===== src/rtl/mbo_net_pkg.sv =====
// Shared network field widths, sentinel addresses and the peer address bundle.
// Used by the peer filter table and its per-slot storage.
package mbo_net_pkg;

    localparam int MAC_W  = 48;
    localparam int IP_W   = 32;
    localparam int PORT_W = 16;

    localparam logic [MAC_W-1:0]  MAC_UNKNOWN  = '1;
    localparam logic [MAC_W-1:0]  MAC_BCAST    = '1;
    localparam logic [IP_W-1:0]   IP_UNKNOWN   = '1;
    localparam logic [PORT_W-1:0] PORT_UNKNOWN = '1;

    typedef struct packed {
        logic [MAC_W-1:0]  mac;
        logic [IP_W-1:0]   ip;
        logic [PORT_W-1:0] port;
    } peer_addr_t;

    // MAC always compared; IP/port only when the packet carried them.
    function automatic logic peer_match(
        input peer_addr_t stored,
        input peer_addr_t seen,
        input logic       ip_vld,
        input logic       port_vld
    );
        logic mac_eq;
        logic ip_eq;
        logic port_eq;
        mac_eq  = (stored.mac == seen.mac);
        ip_eq   = !ip_vld || (stored.ip == seen.ip);
        port_eq = !port_vld || (stored.port == seen.port);
        return mac_eq && ip_eq && port_eq;
    endfunction

endpackage


===== src/rtl/peer_slot.sv =====
// One peer table entry: stored address, valid bit, idle-age counter and
// the hit comparator against the captured source fields.
module peer_slot
    import mbo_net_pkg::*;
#(
    parameter int AGE_W   = 8,
    parameter int AGE_MAX = 255
) (
    input  logic       clock,
    input  logic       aclr,
    input  logic       flush,
    input  logic       age_tick,
    input  logic       wr_en,
    input  logic       refresh,
    input  peer_addr_t src,
    input  logic       src_ip_vld,
    input  logic       src_port_vld,
    output logic       valid,
    output logic       hit
);

    localparam logic [AGE_W-1:0] AGE_LIM = AGE_W'(AGE_MAX);
    localparam logic [AGE_W-1:0] AGE_PRE = AGE_W'(AGE_MAX - 1);

    logic             valid_q;
    logic             valid_d;
    logic [AGE_W-1:0] age_q;
    logic [AGE_W-1:0] age_d;
    peer_addr_t       addr_q;
    peer_addr_t       addr_d;

    always_comb begin
        valid_d = valid_q;
        age_d   = age_q;
        addr_d  = addr_q;
        if (flush) begin
            valid_d = 1'b0;
            age_d   = '0;
        end else if (wr_en) begin
            valid_d = 1'b1;
            age_d   = '0;
            addr_d  = src;
        end else if (refresh) begin
            age_d = '0;
        end else if (age_tick && valid_q) begin
            // The tick that lands on AGE_MAX also retires the entry.
            if (age_q >= AGE_PRE) begin
                age_d   = AGE_LIM;
                valid_d = 1'b0;
            end else begin
                age_d = age_q + 1'b1;
            end
        end
    end

    always_ff @(posedge clock or posedge aclr) begin
        if (aclr) begin
            valid_q <= 1'b0;
            age_q   <= '0;
            addr_q  <= '0;
        end else begin
            valid_q <= valid_d;
            age_q   <= age_d;
            addr_q  <= addr_d;
        end
    end

    assign valid = valid_q;
    assign hit   = valid_q && peer_match(addr_q, src, src_ip_vld, src_port_vld);

endmodule


===== src/rtl/peer_filter_table.sv =====
// Board identity plus a small learned peer table; issues one accept/reject
// verdict per packet two cycles after the last active parser cycle.
module peer_filter_table
    import mbo_net_pkg::*;
#(
    parameter int NUM_PEERS = 4,
    parameter int AGE_W     = 8,
    parameter int AGE_MAX   = 255,
    parameter int IDX_W     = (NUM_PEERS > 1) ? $clog2(NUM_PEERS) : 1
) (
    input  logic                 clock,
    input  logic                 aclr,
    input  logic [MAC_W-1:0]     cfg_board_mac,
    input  logic                 cfg_board_mac_vld,
    input  logic [IP_W-1:0]      cfg_board_ip,
    input  logic                 cfg_board_ip_vld,
    input  logic                 pkt_active,
    input  logic [MAC_W-1:0]     pkt_dst_mac,
    input  logic [IP_W-1:0]      pkt_dst_ip,
    input  logic [PORT_W-1:0]    pkt_dst_port,
    input  logic [MAC_W-1:0]     pkt_src_mac,
    input  logic [IP_W-1:0]      pkt_src_ip,
    input  logic [PORT_W-1:0]    pkt_src_port,
    input  logic                 pkt_mac_vld,
    input  logic                 pkt_ip_vld,
    input  logic                 pkt_port_vld,
    input  logic                 learn_en,
    input  logic                 flush,
    input  logic                 age_tick,
    output logic                 pkt_accept,
    output logic                 pkt_reject,
    output logic [IDX_W-1:0]     peer_hit_idx,
    output logic                 learn_ovf,
    output logic [MAC_W-1:0]     board_mac,
    output logic [IP_W-1:0]      board_ip,
    output logic [PORT_W-1:0]    board_port,
    output logic [NUM_PEERS-1:0] peer_valid
);

    logic act_q;
    logic act_d;

    peer_addr_t cap_dst_q;
    peer_addr_t cap_dst_d;
    peer_addr_t cap_src_q;
    peer_addr_t cap_src_d;
    logic       cap_mac_vld_q;
    logic       cap_mac_vld_d;
    logic       cap_ip_vld_q;
    logic       cap_ip_vld_d;
    logic       cap_port_vld_q;
    logic       cap_port_vld_d;

    logic [MAC_W-1:0]  board_mac_q;
    logic [MAC_W-1:0]  board_mac_d;
    logic [IP_W-1:0]   board_ip_q;
    logic [IP_W-1:0]   board_ip_d;
    logic [PORT_W-1:0] board_port_q;
    logic [PORT_W-1:0] board_port_d;

    logic             accept_q;
    logic             accept_d;
    logic             reject_q;
    logic             reject_d;
    logic             ovf_q;
    logic             ovf_d;
    logic [IDX_W-1:0] idx_q;
    logic [IDX_W-1:0] idx_d;

    logic [NUM_PEERS-1:0] slot_valid;
    logic [NUM_PEERS-1:0] slot_hit;
    logic [NUM_PEERS-1:0] hit_oh;
    logic [NUM_PEERS-1:0] free_oh;
    logic [NUM_PEERS-1:0] wr_vec;
    logic [NUM_PEERS-1:0] refresh_vec;
    logic [IDX_W-1:0]     hit_idx;
    logic [IDX_W-1:0]     free_idx;
    logic                 any_hit;
    logic                 any_free;

    logic pkt_end;
    logic mac_ok;
    logic ip_ok;
    logic port_ok;
    logic board_ok;

    // Flags restart on the first active cycle, then accumulate.
    always_comb begin
        act_d          = pkt_active;
        cap_dst_d      = cap_dst_q;
        cap_src_d      = cap_src_q;
        cap_mac_vld_d  = cap_mac_vld_q;
        cap_ip_vld_d   = cap_ip_vld_q;
        cap_port_vld_d = cap_port_vld_q;
        if (pkt_active) begin
            cap_dst_d = '{mac: pkt_dst_mac, ip: pkt_dst_ip, port: pkt_dst_port};
            cap_src_d = '{mac: pkt_src_mac, ip: pkt_src_ip, port: pkt_src_port};
            if (!act_q) begin
                cap_mac_vld_d  = pkt_mac_vld;
                cap_ip_vld_d   = pkt_ip_vld;
                cap_port_vld_d = pkt_port_vld;
            end else begin
                cap_mac_vld_d  = cap_mac_vld_q | pkt_mac_vld;
                cap_ip_vld_d   = cap_ip_vld_q | pkt_ip_vld;
                cap_port_vld_d = cap_port_vld_q | pkt_port_vld;
            end
        end
    end

    assign pkt_end = act_q && !pkt_active;

    assign mac_ok = (cap_dst_q.mac == board_mac_q)
                 || (board_mac_q == MAC_UNKNOWN)
                 || (cap_dst_q.mac == MAC_BCAST);
    assign ip_ok = !cap_ip_vld_q
                || (cap_dst_q.ip == board_ip_q)
                || (board_ip_q == IP_UNKNOWN);
    assign port_ok = !cap_port_vld_q
                  || (cap_dst_q.port == board_port_q)
                  || (board_port_q == PORT_UNKNOWN);
    assign board_ok = mac_ok && ip_ok && port_ok;

    for (genvar g = 0; g < NUM_PEERS; g++) begin : g_slot
        peer_slot #(
            .AGE_W   (AGE_W),
            .AGE_MAX (AGE_MAX)
        ) u_slot (
            .clock        (clock),
            .aclr         (aclr),
            .flush        (flush),
            .age_tick     (age_tick),
            .wr_en        (wr_vec[g]),
            .refresh      (refresh_vec[g]),
            .src          (cap_src_q),
            .src_ip_vld   (cap_ip_vld_q),
            .src_port_vld (cap_port_vld_q),
            .valid        (slot_valid[g]),
            .hit          (slot_hit[g])
        );
    end

    // Descending scan so the lowest index is the last one written.
    always_comb begin
        any_hit  = 1'b0;
        any_free = 1'b0;
        hit_idx  = '0;
        free_idx = '0;
        hit_oh   = '0;
        free_oh  = '0;
        for (int i = NUM_PEERS - 1; i >= 0; i--) begin
            if (slot_hit[i]) begin
                any_hit   = 1'b1;
                hit_idx   = IDX_W'(i);
                hit_oh    = '0;
                hit_oh[i] = 1'b1;
            end
            if (!slot_valid[i]) begin
                any_free   = 1'b1;
                free_idx   = IDX_W'(i);
                free_oh    = '0;
                free_oh[i] = 1'b1;
            end
        end
    end

    always_comb begin
        accept_d     = 1'b0;
        reject_d     = 1'b0;
        ovf_d        = 1'b0;
        idx_d        = idx_q;
        wr_vec       = '0;
        refresh_vec  = '0;
        board_mac_d  = cfg_board_mac_vld ? cfg_board_mac : board_mac_q;
        board_ip_d   = cfg_board_ip_vld ? cfg_board_ip : board_ip_q;
        board_port_d = board_port_q;
        if (pkt_end) begin
            if (!cap_mac_vld_q || !board_ok) begin
                reject_d = 1'b1;
            end else if (any_hit) begin
                accept_d    = 1'b1;
                idx_d       = hit_idx;
                refresh_vec = hit_oh;
            end else if (learn_en && any_free) begin
                // A coincident flush still yields the verdict but no write.
                accept_d = 1'b1;
                idx_d    = free_idx;
                wr_vec   = flush ? '0 : free_oh;
            end else begin
                reject_d = 1'b1;
                ovf_d    = learn_en;
            end
            if (accept_d && cap_port_vld_q && board_port_q == PORT_UNKNOWN) begin
                board_port_d = cap_dst_q.port;
            end
        end
    end

    always_ff @(posedge clock or posedge aclr) begin
        if (aclr) begin
            act_q          <= 1'b0;
            cap_dst_q      <= '0;
            cap_src_q      <= '0;
            cap_mac_vld_q  <= 1'b0;
            cap_ip_vld_q   <= 1'b0;
            cap_port_vld_q <= 1'b0;
            board_mac_q    <= MAC_UNKNOWN;
            board_ip_q     <= IP_UNKNOWN;
            board_port_q   <= PORT_UNKNOWN;
            accept_q       <= 1'b0;
            reject_q       <= 1'b0;
            ovf_q          <= 1'b0;
            idx_q          <= '0;
        end else begin
            act_q          <= act_d;
            cap_dst_q      <= cap_dst_d;
            cap_src_q      <= cap_src_d;
            cap_mac_vld_q  <= cap_mac_vld_d;
            cap_ip_vld_q   <= cap_ip_vld_d;
            cap_port_vld_q <= cap_port_vld_d;
            board_mac_q    <= board_mac_d;
            board_ip_q     <= board_ip_d;
            board_port_q   <= board_port_d;
            accept_q       <= accept_d;
            reject_q       <= reject_d;
            ovf_q          <= ovf_d;
            idx_q          <= idx_d;
        end
    end

    assign pkt_accept   = accept_q;
    assign pkt_reject   = reject_q;
    assign learn_ovf    = ovf_q;
    assign peer_hit_idx = idx_q;
    assign board_mac    = board_mac_q;
    assign board_ip     = board_ip_q;
    assign board_port   = board_port_q;
    assign peer_valid   = slot_valid;

endmodule


===== config.mk =====
export PLATFORM = sky130hd
export DESIGN_NAME = peer_filter_table
export DESIGN_NICKNAME = d
export VERILOG_FILES = /design/src/rtl/mbo_net_pkg.sv /design/src/rtl/peer_slot.sv /design/src/rtl/peer_filter_table.sv
export SDC_FILE = /design/constraint.sdc
export NUM_CORES = 2
export LEC_CHECK = 0
export ABC_CLOCK_PERIOD_IN_PS = 31900
export BUFFER_PORTS_ARGS = -buffer_cell sky130_fd_sc_hd__clkbuf_2
export CAP_MARGIN = 20
export CORE_UTILIZATION = 28
export DETAILED_ROUTE_END_ITERATION = 10
export GPL_ROUTABILITY_DRIVEN = 0
export PLACE_DENSITY = 0.55
export SETUP_SLACK_MARGIN = 0.4
export SYNTH_ARGS = -nofsm -noshare
export SYNTH_HDL_FRONTEND = slang
export SYNTH_SLANG_ARGS = --single-unit

===== constraint.sdc =====
create_clock -name clock -period 31.9 [get_ports clock]
set_input_delay 3.19 -clock clock [delete_from_list [all_inputs] [get_ports clock]]
set_output_delay 3.19 -clock clock [all_outputs]
set_load 0.005 [all_outputs]

==> metrics.md <==
| Metric | Value |
|---|---|
| Initial Utilization | 28.18% |
| Hold-fix buffers, CTS | 0 |
| EDFF count, synth | 0 |
| R2r setup slk | 26.44 ns |
| Chip width | 352.0 µm |
| Arr. time, crit path | 6.53 ns |
| Routed wire length | 95730 µm |
| Post-DP HPWL | 70130 µm |
| Post-synthesis sequential area ratio | 52.66% |
| Mapped Nets | 2924 |
| Netlist Area Pre-Place | 34300 µm² |
| R2R depth | 8 |
| Max Cap Viol | 0 |
| Routed wire length per instance | 20.67 µm |
| Clock root cell | clkbuf_16 |
| PortBufs | 387 |
| Via density | 4.685 |
| Rel. slew slack | 25.31% |
| RSZ-0062 raised after global routing | no |
| Post-cts repair resize count | 0 |
| Synth top area share | 45.30% |
| Vias | 21700 |
| H-tree level count | 3 |
| Asr flop ratio synth | 100.0% |
| Pin count of the biggest net entering global routing | 141 |
| Layout cell share with drive strength beyond 1 | 43.12% |
| Max clock buf depth | 3 |
| Post-DRT Antenna Nets | 0 |
| Worst EP required | 32.42 ns |
| Worst-Margin Slew | 1.106 ns |
| Fillcell total | 12260 |
| Post-CTS setup repair buffer count | 0 |
| Vias in the first global route | 22350 |
| Final core utilization | 33.21% |
| CTS sink cnt | 717 |
| Commonest cells after routing, fill and taps aside | dfrtp_1 (621), mux2_2 (604), clkbuf_2 (386) |
| Most common cell after layout, fill and taps aside | dfrtp_1 |
| Final min period | 6.013 ns |
| Drt drc | 0 |
| CP startpoint kind | input pin |
| Nets | 3230 |
| Crit path max fanout | 64 |
| Remaining Overflow, GRT | 0 |
| Die height | 352.0 µm |
| Cell Rows | 128 |
| Achievable Freq | 166.3 MHz |
| P_leak | 0.01822 µW |
| R2r startpoint | cap_src_q[80]$_DFFE_PP0P_ |
| Post-synth cell types | 62 |
| Top FF cell, synth | dfrtp_1 |
| Setup total negative slack | 0 ns |
| Layout area overhead | 17.85% |
| Endpoints failing setup | 0 |
| Top cells by area, synth | dfrtp_1 (45%), mux2_2 (20%), dfstp_2 (7.4%) |
| Final slew viol count | 0 |
| Initial DRC Count | 1229 |
| TritonCTS buffer count | 79 |
| Hold depth | 1 |
| Peak VDD IR | 0.00004319 V |
| Crit. End Element | register |
| Status | complete, no violations |
| Hold Vio Cnt, Final | 0 |
| Clk_lat worst skew | 0.65 ns |
| Worst Hold Class | reg -> reg |
| HP Start | g_slot[1].u_slot.addr_q[83]$_DFFE_PP0P_ |
| Die area | 123900 µm² |
| Synthesis-stage register bit count | 717 |
| # IOs | 388 |
| YS warnings | 0 |
| Critical path class | in -> reg |
| Pre-antenna DRT Iters | 6 |
| GRT Util Overall | 15.45% |
| Clock transition at path regs | 0.06 ns |
| Worst Hold Path EP | g_slot[1].u_slot.addr_q[83]$_DFFE_PP0P_ |
| Clock skew | 0.03106 ns |
| CTS tree | yes |
| First-pass GRT wire length | 146700 µm |
| Reg-to-reg endpoint | g_slot[2].u_slot.addr_q[66]$_DFFE_PP0P_ |
| Core ar. | 121700 µm² |
| Final Cycle Share | 18.85% |
| Antenna violations before repair | 18 |
| Syn_area_per_cell | 13.03 µm² |
| Mapped Cells | 2633 |
| Synth area leader | dfrtp_1 |
| Pwr/cell area | 54.60 nW/µm² |
## layout make-up
class	count	area (µm²)	share of cell area, %
Tap cell	1625	2033	5.029
Clock buffer	118	2326	5.753
Sequential cell	717	18060	44.68
Antenna cell	4	10.01	0.02476
Inverter	26	105.1	0.2600
Clock inverter	27	450.4	1.114
Timing Repair Buffer	412	2145	5.305
Multi-Input combinational cell	1703	15300	37.84
## per-stage QoR
stage	hold slack (ns)	std cells	setup slack, ns	cell area, µm²	power (µW)
2_1_floorplan	0.4790	2633	8.757	34300	1149
3_5_place_dp	0.5010	4483	25.21	37640	1247
6_report	0.5140	4632	25.89	40430	2207
5_1_grt	0.5188	4628	25.48	40420	2302
3_3_place_gp	0.4943	4482	25.22	37640	1246
4_1_cts	0.5149	4628	25.90	40420	2244
## cells by family after synthesis
logic type | Yosys count | synth area share, %
XOR/XNOR | 471 | 12.03
adder cells (fa/ha/maj) | 8 | 0.2918
AND/OR/NAND/NOR | 444 | 7.718
flip-flops | 717 | 52.66
buffers and inverters | 213 | 2.805
multiplexers | 664 | 22.34
AO/OA/AOI/OAI | 116 | 2.159
## report_power, final
| group | total (µW) | switching, µW | internal [µW] |
|---|---|---|---|
| Sequential | 1030 | 78.6 | 953 |
| Clock | 981 | 392 | 589 |
| Combinational | 195 | 97.6 | 97.8 |
## worst max path at each step
stage,start,to,slack (ns),cells after the start
CTS,pkt_active,g_slot[2].u_slot.addr_q[66]$_DFFE_PP0P_,25.90,8
finish,pkt_active,g_slot[2].u_slot.addr_q[66]$_DFFE_PP0P_,25.89,8
floorplan,aclr,act_q$_DFF_PP0_,8.76,1
global placement,pkt_active,g_slot[2].u_slot.addr_q[66]$_DFFE_PP0P_,25.22,8
global route,aclr,g_slot[2].u_slot.addr_q[32]$_DFFE_PP0P_,25.48,5
detailed placement,pkt_active,g_slot[2].u_slot.addr_q[66]$_DFFE_PP0P_,25.21,8
## cells in the mapped netlist, types with 8 or more instances
cell type	number
dfrtp_1	621
dfstp_2	96
nor2_1	19
a21oi_1	26
mux2_2	604
nor4_1	88
nor3_1	15
and2_1	8
o31ai_1	8
buf_2	25
buf_4	15
clkbuf_1	130
nand2_1	44
xor2_1	184
and3_1	11
nand4_1	138
buf_6	10
ha_1	8
nor3b_1	16
nand2b_1	23
xnor2_1	287
or4_1	10
mux2_1	10
o21ai_0	36
mux2_4	50
nand3_1	40
inv_1	26
## metal layers
metal,global-route usage (%),part of all wire [%],vias to the layer above
met5,0,0.18,-
met4,4.934,2.6,28
met3,3.653,5.9,152
met2,24.93,47,567
met1,20.32,44,10980
li1,-,-,9973
## critical path, stage by stage
cell and delay, ns:
buf_8 0.35, nor2b_1 0.12, o211ai_1 0.19, a211oi_4 0.14, nand3_2 0.27, or3b_4 0.79
buf_4 0.85, mux2_2 0.41
## flip-flops by register name, summed over array words and instances, names as in the netlist
| register | count |
|---|---|
| g_slot.u_slot.valid | 4 |
| pkt_accept | 1 |
| cap_dst_q | 96 |
| act_q | 1 |
| cap_mac_vld_q | 1 |
| cap_src_q | 96 |
| pkt_reject | 1 |
| cap_ip_vld_q | 1 |
| g_slot.u_slot.addr_q | 384 |
| board_ip | 32 |
| peer_hit_idx | 2 |
| board_mac | 48 |
| cap_port_vld_q | 1 |
| board_port | 16 |
| g_slot.u_slot.age_q | 32 |
| learn_ovf | 1 |
Power figures use the tool's default switching activity.
